[src/rtl/snake_pkg.sv]
// Shared definitions for the snake game core.
// Direction codes, grid defaults and the start-cell helper.
package snake_pkg;

    localparam int DEF_GRID_W  = 32;
    localparam int DEF_GRID_H  = 24;
    localparam int DEF_MAX_LEN = 64;

    typedef enum logic [1:0] {
        DIR_LEFT  = 2'd0,
        DIR_TOP   = 2'd1,
        DIR_RIGHT = 2'd2,
        DIR_DOWN  = 2'd3
    } dir_t;

    typedef enum logic [1:0] {
        ST_IDLE,
        ST_SCAN,
        ST_COMMIT,
        ST_OVER
    } state_t;

    // Cell in the middle of the grid, where the snake starts.
    function automatic int mid_cell(input int w, input int h);
        return (h / 2) * w + w / 2;
    endfunction

endpackage

[src/rtl/snake_body_ring.sv]
// Ring buffer of snake body cells, segment 0 is the head.
// Async scan/tail read ports, registered rd port.
module snake_body_ring
    import snake_pkg::*;
#(
    parameter int MAX_LEN = DEF_MAX_LEN,
    parameter int ADDR_W  = 10,
    parameter logic [ADDR_W-1:0] RST_POS = '0
) (
    input  logic                       clk,
    input  logic                       reset,
    input  logic                       i_push,
    input  logic                       i_adv,
    input  logic [ADDR_W-1:0]          i_data,
    input  logic [$clog2(MAX_LEN)-1:0] i_scan_idx,
    input  logic [$clog2(MAX_LEN)-1:0] i_rd_idx,
    input  logic [$clog2(MAX_LEN):0]   i_length,
    output logic [ADDR_W-1:0]          o_scan_pos,
    output logic [ADDR_W-1:0]          o_tail_pos,
    output logic [ADDR_W-1:0]          o_rd_pos
);

    localparam int IDX_W = $clog2(MAX_LEN);
    localparam logic [IDX_W-1:0] C_IDX_ONE = IDX_W'(1);

    logic [ADDR_W-1:0] r_mem [MAX_LEN];
    logic [IDX_W-1:0]  r_head_ptr;
    logic [IDX_W-1:0]  r_tail_ptr;
    logic [ADDR_W-1:0] r_rd_pos;
    logic [IDX_W-1:0]  w_scan_addr;
    logic [IDX_W-1:0]  w_rd_addr;
    logic [IDX_W-1:0]  w_push_addr;

    // Segment i lives i slots behind the head pointer.
    assign w_scan_addr = r_head_ptr - i_scan_idx;
    assign w_rd_addr   = r_head_ptr - i_rd_idx;
    assign w_push_addr = r_head_ptr + C_IDX_ONE;

    assign o_scan_pos = r_mem[w_scan_addr];
    assign o_tail_pos = r_mem[r_tail_ptr];
    assign o_rd_pos   = r_rd_pos;

    // Head/tail pointers: head always steps on push, tail only when told.
    always_ff @(posedge clk) begin
        if (reset) begin
            r_head_ptr <= '0;
            r_tail_ptr <= '0;
        end else if (i_push) begin
            r_head_ptr <= w_push_addr;
            if (i_adv) begin
                r_tail_ptr <= r_tail_ptr + C_IDX_ONE;
            end
        end
    end

    // Body storage: reset seeds the single starting segment.
    always_ff @(posedge clk) begin
        if (reset) begin
            r_mem[0] <= RST_POS;
        end else if (i_push) begin
            r_mem[w_push_addr] <= i_data;
        end
    end

    // Debug/render read port, zero outside the live body.
    always_ff @(posedge clk) begin
        if (reset) begin
            r_rd_pos <= '0;
        end else if ({1'b0, i_rd_idx} < i_length) begin
            r_rd_pos <= r_mem[w_rd_addr];
        end else begin
            r_rd_pos <= '0;
        end
    end

endmodule

[src/rtl/snake_core.sv]
// Snake game step engine: IDLE -> SCAN -> COMMIT, terminal OVER.
// SNAKE_WRAP_EN: defined = edges wrap, undefined = leaving grid ends game.
module snake_core
    import snake_pkg::*;
#(
    parameter int GRID_W  = DEF_GRID_W,
    parameter int GRID_H  = DEF_GRID_H,
    parameter int MAX_LEN = DEF_MAX_LEN,
    parameter int ADDR_W  = $clog2(GRID_W * GRID_H)
) (
    input  logic                       clk,
    input  logic                       reset,
    input  logic                       tick,
    input  logic [1:0]                 direction,
    input  logic [ADDR_W-1:0]          apple_pos,
    input  logic [$clog2(MAX_LEN)-1:0] rd_idx,
    output logic [ADDR_W-1:0]          head_pos,
    output logic [ADDR_W-1:0]          tail_pos,
    output logic [$clog2(MAX_LEN):0]   length,
    output logic [ADDR_W-1:0]          rd_pos,
    output logic                       busy,
    output logic                       apple_eaten,
    output logic                       game_over
);

    localparam int IDX_W = $clog2(MAX_LEN);
    localparam int LEN_W = IDX_W + 1;

    localparam logic [ADDR_W-1:0] C_MID      = ADDR_W'(mid_cell(GRID_W, GRID_H));
    localparam logic [ADDR_W-1:0] C_ONE      = ADDR_W'(1);
    localparam logic [ADDR_W-1:0] C_W        = ADDR_W'(GRID_W);
    localparam logic [ADDR_W-1:0] C_COL_LAST = ADDR_W'(GRID_W - 1);
    localparam logic [ADDR_W-1:0] C_ROW_LAST = ADDR_W'(GRID_H - 1);
    localparam logic [ADDR_W-1:0] C_VSPAN    = ADDR_W'((GRID_H - 1) * GRID_W);
    localparam logic [LEN_W-1:0]  C_MAXLEN   = LEN_W'(MAX_LEN);
    localparam logic [LEN_W-1:0]  C_LEN_ONE  = LEN_W'(1);
    localparam logic [IDX_W-1:0]  C_IDX_ONE  = IDX_W'(1);

    state_t            r_state;
    state_t            w_state_nx;
    dir_t              r_heading;
    dir_t              w_dir;
    logic [ADDR_W-1:0] r_head_pos;
    logic [ADDR_W-1:0] r_next;
    logic              r_grow;
    logic [LEN_W-1:0]  r_length;
    logic [IDX_W-1:0]  r_scan_idx;
    logic              r_apple_eaten;

    logic [ADDR_W-1:0] w_next;
    logic              w_oob;
    logic              w_grow;
    logic [ADDR_W-1:0] w_col;
    logic [ADDR_W-1:0] w_row;
    logic              w_accept;
    logic              w_last;
    logic              w_hit;
    logic              w_push;
    logic              w_adv;
    logic [ADDR_W-1:0] w_scan_pos;

    // Reversal requests are dropped: keep the current heading.
    assign w_dir = (dir_t'(direction ^ 2'b10) == r_heading) ?
                   r_heading : dir_t'(direction);

    assign w_col    = r_head_pos % C_W;
    assign w_row    = r_head_pos / C_W;
    assign w_grow   = (w_next == apple_pos);
    assign w_accept = tick && (r_state == ST_IDLE);

    // The tail cell is vacated on a non-growing step, so skip it then.
    assign w_last = ({1'b0, r_scan_idx} == (r_length - C_LEN_ONE));
    assign w_hit  = (r_state == ST_SCAN) && (r_grow || !w_last) &&
                    (w_scan_pos == r_next);

    assign w_push = (r_state == ST_COMMIT);
    assign w_adv  = !(r_grow && (r_length < C_MAXLEN));

    assign head_pos    = r_head_pos;
    assign length      = r_length;
    assign busy        = (r_state != ST_IDLE);
    assign apple_eaten = r_apple_eaten;
    assign game_over   = (r_state == ST_OVER);

    // Next head cell from the effective direction, with edge handling.
    always_comb begin
        w_next = r_head_pos;
        w_oob  = 1'b0;
        unique case (w_dir)
            DIR_LEFT: begin
                if (w_col == '0) begin
`ifdef SNAKE_WRAP_EN
                    w_next = r_head_pos + C_COL_LAST;
`else
                    w_oob = 1'b1;
`endif
                end else begin
                    w_next = r_head_pos - C_ONE;
                end
            end
            DIR_RIGHT: begin
                if (w_col == C_COL_LAST) begin
`ifdef SNAKE_WRAP_EN
                    w_next = r_head_pos - C_COL_LAST;
`else
                    w_oob = 1'b1;
`endif
                end else begin
                    w_next = r_head_pos + C_ONE;
                end
            end
            DIR_TOP: begin
                if (w_row == '0) begin
`ifdef SNAKE_WRAP_EN
                    w_next = r_head_pos + C_VSPAN;
`else
                    w_oob = 1'b1;
`endif
                end else begin
                    w_next = r_head_pos - C_W;
                end
            end
            DIR_DOWN: begin
                if (w_row == C_ROW_LAST) begin
`ifdef SNAKE_WRAP_EN
                    w_next = r_head_pos - C_VSPAN;
`else
                    w_oob = 1'b1;
`endif
                end else begin
                    w_next = r_head_pos + C_W;
                end
            end
        endcase
    end

    // State register.
    always_ff @(posedge clk) begin
        if (reset) begin
            r_state <= ST_IDLE;
        end else begin
            r_state <= w_state_nx;
        end
    end

    // Next-state logic.
    always_comb begin
        w_state_nx = r_state;
        unique case (r_state)
            ST_IDLE: begin
                if (tick) begin
                    w_state_nx = w_oob ? ST_OVER : ST_SCAN;
                end
            end
            ST_SCAN: begin
                if (w_hit) begin
                    w_state_nx = ST_OVER;
                end else if (w_last) begin
                    w_state_nx = ST_COMMIT;
                end
            end
            ST_COMMIT: w_state_nx = ST_IDLE;
            ST_OVER:   w_state_nx = ST_OVER;
        endcase
    end

    // Step datapath: latch request, walk the body, then commit.
    always_ff @(posedge clk) begin
        if (reset) begin
            r_heading     <= DIR_RIGHT;
            r_head_pos    <= C_MID;
            r_next        <= '0;
            r_grow        <= 1'b0;
            r_length      <= C_LEN_ONE;
            r_scan_idx    <= '0;
            r_apple_eaten <= 1'b0;
        end else begin
            r_apple_eaten <= 1'b0;
            if (w_accept) begin
                r_heading  <= w_dir;
                r_next     <= w_next;
                r_grow     <= w_grow;
                r_scan_idx <= '0;
            end else if (r_state == ST_SCAN) begin
                r_scan_idx <= r_scan_idx + C_IDX_ONE;
            end
            if (r_state == ST_COMMIT) begin
                r_head_pos    <= r_next;
                r_apple_eaten <= r_grow;
                if (r_grow && (r_length < C_MAXLEN)) begin
                    r_length <= r_length + C_LEN_ONE;
                end
            end
        end
    end

    snake_body_ring #(
        .MAX_LEN (MAX_LEN),
        .ADDR_W  (ADDR_W),
        .RST_POS (C_MID)
    ) u_ring (
        .clk        (clk),
        .reset      (reset),
        .i_push     (w_push),
        .i_adv      (w_adv),
        .i_data     (r_next),
        .i_scan_idx (r_scan_idx),
        .i_rd_idx   (rd_idx),
        .i_length   (r_length),
        .o_scan_pos (w_scan_pos),
        .o_tail_pos (tail_pos),
        .o_rd_pos   (rd_pos)
    );

endmodule

[config.mk]
export PLATFORM = sky130hd
export DESIGN_NAME = snake_core
export DESIGN_NICKNAME = d
export VERILOG_FILES = /design/src/rtl/snake_pkg.sv /design/src/rtl/snake_body_ring.sv /design/src/rtl/snake_core.sv
export SDC_FILE = /design/constraint.sdc
export NUM_CORES = 1
export LEC_CHECK = 0
export BUFFER_PORTS_ARGS = -buffer_cell sky130_fd_sc_hd__buf_2
export CORE_UTILIZATION = 50
export DETAILED_ROUTE_END_ITERATION = 10
export MAX_ROUTING_LAYER = met4
export PLACE_DENSITY_LB_ADDON = 0.12
export SLEW_MARGIN = 20
export SYNTH_ARGS = -nofsm -noshare
export SYNTH_HDL_FRONTEND = slang
export SYNTH_SLANG_ARGS = --single-unit
[constraint.sdc]
create_clock -name clk -period 5.1 [get_ports clk]
set_input_delay 0.765 -clock clk [delete_from_list [all_inputs] [get_ports clk]]
set_output_delay 0.765 -clock clk [all_outputs]
set_load 0.01 [all_outputs]
* Word-level counts from Yosys, hierarchy flattened *
Memory sizes are Yosys's and may differ from the RTL's. A register that Yosys moved wholly into a read port is not among the register bits.
Index checks and enable logic that the tools add are counted.

cells by class
  mux-type cells = 26
  bitwise operators = 4
  divide/modulo/power cells = 0
  multiply operators = 0
  reductions and logical operators = 18
  order comparisons = 2
  add/sub/neg operators = 11
  eq/ne operators = 14
  shifts and indexed selects = 0

operator list
  kind                                                                   count
  10-bit two-way mux                                                     5
  10-bit case mux with 4 select lines                                    1
  10-bit equality test                                                   2
  10-bit logical NOT                                                     2
  6-bit by 1-bit adder with 6-bit output (second input constant)         3
  6-bit two-way mux                                                      3
  6-bit subtractor                                                       2
  10-bit by 1-bit adder with 10-bit output (second input constant)       1
  10-bit by 6-bit adder with 10-bit output (second input constant)       1
  5-bit equality test (second input constant)                            2
  1-bit two-way mux                                                      10
  2-bit two-way mux                                                      5
  10-bit OR reduction                                                    1
  10-bit by 1-bit subtractor with 10-bit output (second input constant)  1
  10-bit by 6-bit subtractor with 10-bit output (second input constant)  1
  2-bit equality test (second input constant)                            4
  2-bit case mux with 4 select lines                                     1
  7-bit by 1-bit adder with 7-bit output (second input constant)         1
  6-bit by 7-bit equality test with 1-bit output                         1
  6-bit by 7-bit less-than comparator with 1-bit output                  1
  7-bit less-than comparator (second input constant)                     1
  7-bit by 1-bit subtractor with 7-bit output (second input constant)    1
  2-bit AND reduction                                                    3
  2-bit OR reduction                                                     3
  11 further kinds                                                       19

word-level totals
  bits in registers = 51
  output and inout bits = 40
  input bits = 21
  memory bits (read-only) = 0
  bits in latches = 0
  bits in writable memories = 640
  memories kept = 1
  logic and storage cells = 86

memory list
  name          depth  width  rd ports  clocked after Yosys merged registers in  write ports  RTL line               RTL
  u_ring.r_mem  64     10     3         2                                        1            snake_body_ring.sv:26  logic [ADDR_W-1:0] r_mem [MAX_LEN];

* Depth between registers and ports, before layout *
  word-level depth = 8
  gate-level depth with buffers = 18
  depth with buffers taken out = 13

* Cells and area by module *
Synthesis repeated with hierarchy kept, for this count alone.

unflattened totals
  cells, all modules = 2,267
  area, all modules = 39,342.7 µm²

modules (own cells, without submodules)
  module           sequential area each (µm²)  area an instance (µm²)  instances  cells an instance
  snake_body_ring  19,779.0                    36,299.8                1          1,895
  snake_core       780.7                       3,042.9                 1          372

* Worst setup path before layout *
Ideal clock, no wire load.

  kind = input -> register
  start point = input port rd_idx[0]
  end point = register u_ring.r_rd_pos[0], in the netlist u_ring.o_rd_pos[0] (read register of u_ring.r_mem)
  stages on the path = 10
  path buffers = 3
  data required time = 4.953 ns
  arrival time = 3.974 ns
  library setup time = 0.147 ns
  slack = 0.978 ns
  cells stage by stage = ha_1 inv_1 fa_1 clkbuf_1 buf_1 buf_1 mux4_2 mux4_2 a211oi_1 a211oi_1

on the way
  word-level cells in the longest chain between the ends = 3
  elaborated cells between the ends (all ways) = 4
  those cells by class = add/sub: 1; order compare: 1; bitwise: 1; reduce/logical: 1

ends and longest elaborated chain
  item                                                   RTL line               RTL
  start, declared                                        snake_core.sv:16       input logic [$clog2(MAX_LEN)-1:0] rd_idx,
  6-bit by 7-bit less-than comparator with 1-bit output  snake_body_ring.sv:69  end else if ({1'b0, i_rd_idx} < i_length) begin
  1-bit inverter (no line)                               n/a
  2-bit OR reduction (no line)                           n/a
  end, declared                                          snake_body_ring.sv:29  logic [ADDR_W-1:0] r_rd_pos;

Several ways; a longest one is shown, not always the timed one.
A chain may end at the register's enable or synchronous reset.

* Worst setup path after layout *
  start point = register u_ring.r_head_ptr[0]
  end point = register r_state[1]

on the way
  word-level cells in the longest chain between the ends = 6
  elaborated cells between the ends (all ways) = 8
  those cells by class = add/sub: 1; eq/ne: 2; mux: 2; reduce/logical: 2; memory: 1

ends and longest elaborated chain
  item                                                                       RTL line               RTL
  start, declared                                                            snake_body_ring.sv:27  logic [IDX_W-1:0] r_head_ptr;
  start signal, assigned                                                     snake_body_ring.sv:49  r_head_ptr <= w_push_addr;
  6-bit subtractor *                                                         snake_body_ring.sv:35  assign w_scan_addr = r_head_ptr - i_scan_idx;
  memory 64 x 10 bit *                                                       n/a
  10-bit equality test *                                                     snake_core.sv:74       (w_scan_pos == r_next);
  1-bit logical AND *                                                        snake_core.sv:73       assign w_hit = (r_state == ST_SCAN) && (r_grow || !w_last) &&
  2-bit two-way mux or 3-bit inequality test (tied branches)                 n/a
  2-bit case mux with 4 select lines or 2-bit AND reduction (tied branches)  n/a
  end signal, assigned                                                       snake_core.sv:142      r_state <= w_state_nx;
  end, declared                                                              snake_core.sv:39       state_t r_state;

Mark *: on every way between the ends. The rest lies on a longest branch, timed or not.

==> flow_summary.json <==
{
  "sw_frac_of_total_pct": 26.72,
  "h-tree-depth": 3,
  "maxSlewHeadroom_pct": 14.44,
  "crit_buf_inv": 3,
  "hold_buffers": 0,
  "antenna_found_initial": 3,
  "fin_crit_sh_pct": 95.24,
  "hold_ws_ns": 0.4864,
  "drt_iter0_drc": 4177,
  "wl_um": 129500,
  "worstSetupPathType": "flip-flop to flip-flop",
  "ir_drop_mv": 0.2557,
  "drv_cap": 0,
  "path_cells": "inv_1 > ha_4 > fa_4 > buf_4 > mux4_2 > mux2i_1 > nor3_1 > nor4_1 > buf_4 > mux2i_1 > a2111o_1 > a211oi_2 > a41oi_1 > a211oi_1",
  "hold_end": "r_grow",
  "grt_pass1_vias": 24380,
  "io_pins": 61,
  "grt_start_max_net_pins": 65,
  "synthCells": 2215,
  "async_flop_share_pct": 0,
  "die_x_um": 281.3,
  "worst_pin_slew_ns": 1.282,
  "hp-class": "primary input to flip-flop",
  "critPathArrivalTime_ns": 5.40,
  "synth_nets": 2262,
  "slowest_stage": "fa_4",
  "worstHoldStart": "apple_pos[0]",
  "tns_ns": 0,
  "track_usage_pct": 34.37,
  "clockBufferDepth": 3,
  "final_cell_mix": "edfxtp_1, mux4_2, mux2i_1",
  "finalCriticalPeriod_ns": 4.857,
  "ant_nets": 0,
  "fin_ws_ns": 0.2430,
  "numCtsBuffers": 79,
  "cts-root-buf": "clkbuf_16",
  "gp_congestion": 0.9440,
  "slowest_delay_ns": 1.06,
  "cp-start-kind": "flip-flop",
  "dp_hpwl_um": 82720,
  "ys_ff_latch": 707,
  "clkLatencyLatePin_ns": 0.63,
  "routed_via_density": 7.340,
  "synth_warnings": 0,
  "timing.fmax_mhz": 205.9,
  "power.total_mw": 15.84,
  "grt_pass1_wl_um": 183000,
  "cts_tree": "done",
  "power_switching_mw": 4.231,
  "dr.pass1.iters": 6,
  "pre_cts_slack_ns": 0.3118,
  "core-area_um2": 77340,
  "layout_commonest_cell": "edfxtp_1",
  "r2r_cells": 14,
  "wl_per_cell_um": 37.90,
  "crit_family": "adder cells",
  "num_vias": 25070,
  "synth_flop_cell": "edfxtp_1",
  "endpoint_kind": "flip-flop",
  "drive_above_1_share_pct": 39.69,
  "worstHoldPathCells": 4,
  "power_density_nw_per_um2": 357.2,
  "combinationalPowerShare_pct": 20.4,
  "netlist_area_um2": 39010,
  "status": "complete, no violations",
  "cts.clk_slew.worst_paths_ns": 0.07,
  "dieHeight_um": 281.3,
  "synthToLayoutAreaGrowth_pct": 13.63,
  "dieArea_um2": 79150,
  "final_max_slew_viol_count": 0,
  "critPathMaxFanout": 15,
  "worstReg2RegEnd": "r_state[1]",
  "r2r_start": "u_ring.r_head_ptr[0]",
  "place.port_buffers": 60,
  "core.rowCount": 102,
  "place_area_um2": 41460,
  "pwr-share-clk_pct": 39.3,
  "synth.avg_cell_area_um2": 17.61,
  "p_int_mw": 11.61,
  "overflow": 0,
  "final_nets": 2352,
  "start_util_pct": 50.44,
  "worst-path-stages": 14,
  "drt_drc_violations_left": 0,
  "final-hold-violation-count": 0,
  "p_leak_nw": 14.69,
  "clock-sinks": 707,
  "p_seq_share_pct": 40.2,
  "post-cts-setup-buffer-count": 0,
  "yosysUniqueCellTypes": 69,
  "rrSetupSlack_ns": 0.24,
  "synth_seq_area_share_pct": 52.70,
  "finClkSkew_ns": 0.01415,
  "setup.worst_path.start": "u_ring.r_head_ptr[0]",
  "required_ns": 5.64,
  "fin_area_um2": 44330,
  "setup-violations-final": 0,
  "cts_resized": 0,
  "synth_edf_count": 640,
  "rsz0062_at_grt": "false"
}
[worst reg2reg max path, delay by kind of cell, from the launching register on]
kind | cells | cell delay [ns]
multiplexers | 3 | 0.57
AND/OR/NAND/NOR | 2 | 0.68
buffers and inverters | 3 | 0.69
flip-flops | 1 | 0.47
adder cells (fa/ha/maj) | 2 | 1.26
AO/OA/AOI/OAI | 4 | 1.09
[how the worst max path moves through the flow]
stage | slack [ns] | end
after floorplan | 0.98 | u_ring.o_rd_pos[0]
after global placement | 0.31 | r_state[1]
after detailed placement | 0.31 | r_state[1]
after CTS | 0.28 | r_state[1]
after global routing | 0.08 | r_state[1]
final | 0.24 | r_state[1]
[cells by family (layout without fill, tap and decap cells)]
group	count (synthesis)	count (layout)	synth area share [%]
DFF	707	707	52.70
other	0	5	0
xor gates and xnor gates	71	71	1.681
adders and majority gates	26	26	0.8723
AOI/OAI and AO/OA	146	146	2.636
and+or+nand+nor	371	371	4.391
muxes	680	680	35.50
buffers and inverters	214	370	2.219
[cell type report]
class	count	area, um^2
Fill cell	5830	33010
Sequential cell	707	20570
Multi-Input combinational cell	1294	17840
Clock buffer	107	2237
Timing Repair Buffer	195	1664
Tap cell	1040	1301
Clock inverter	40	595.6
Inverter	28	105.1
Antenna cell	5	12.51
[sequential cells by signal, indices dropped and copies added, names as in the netlist, 6 cells and up, named ones only]
signal	cells
r_scan_idx	6
u_ring.r_tail_ptr	6
u_ring.r_mem	640
r_next	10
head_pos	10
u_ring.r_head_ptr	6
u_ring.o_rd_pos	10
length	7
[metal layers]
layer	vias to the layer above	part of all wire [%]	track usage, %
met5	-	0	-
met4	0	4.7	14.34
met3	309	14	10.18
met2	2038	45	49.38
met1	13120	37	45.97
li1	9610	-	-
[cell usage after synthesis (10+ instances only)]
| master | count | share of area, % |
|---|---|---|
| edfxtp_1 | 640 | 49 |
| mux4_2 | 555 | 32 |
| nor2_1 | 130 | 1.3 |
| mux2i_1 | 117 | 3.0 |
| clkbuf_1 | 113 | 1.1 |
| nand2_1 | 95 | 0.91 |
| dfxtp_1 | 67 | 3.4 |
| buf_1 | 44 | 0.42 |
| xnor2_1 | 39 | 0.88 |
| nand3_1 | 35 | 0.45 |
| a21oi_1 | 30 | 0.38 |
| xor2_1 | 29 | 0.65 |
| inv_1 | 28 | 0.27 |
| a211oi_1 | 26 | 0.50 |
| ha_1 | 24 | 0.77 |
| buf_2 | 23 | 0.30 |
| nand4_1 | 20 | 0.32 |
| o21ai_0 | 19 | 0.24 |
| nor2b_1 | 18 | 0.29 |
| nor3_1 | 18 | 0.23 |
| and2_1 | 13 | 0.21 |
| nand2b_1 | 10 | 0.16 |
[power groups by stage]
stage,registers (mW),logic [mW],clock network [mW]
floorplan,6.44,2.14,0
global placement,6.49,3.17,0
detailed placement,6.49,3.19,0
CTS,6.37,3.21,6.27
global route,6.37,3.37,6.49
finish,6.37,3.24,6.23
[through the flow]
| stage | instances | util, % |
|---|---|---|
| floorplan | 2215 | - |
| CTS | 3411 | 57.28 |
| detailed placement | 3264 | 53.61 |
| global placement | 3264 | 53.61 |
| global route | 3412 | 57.31 |
| finish | 3416 | 57.32 |
Note: power is estimated with default switching activity, not from simulation.
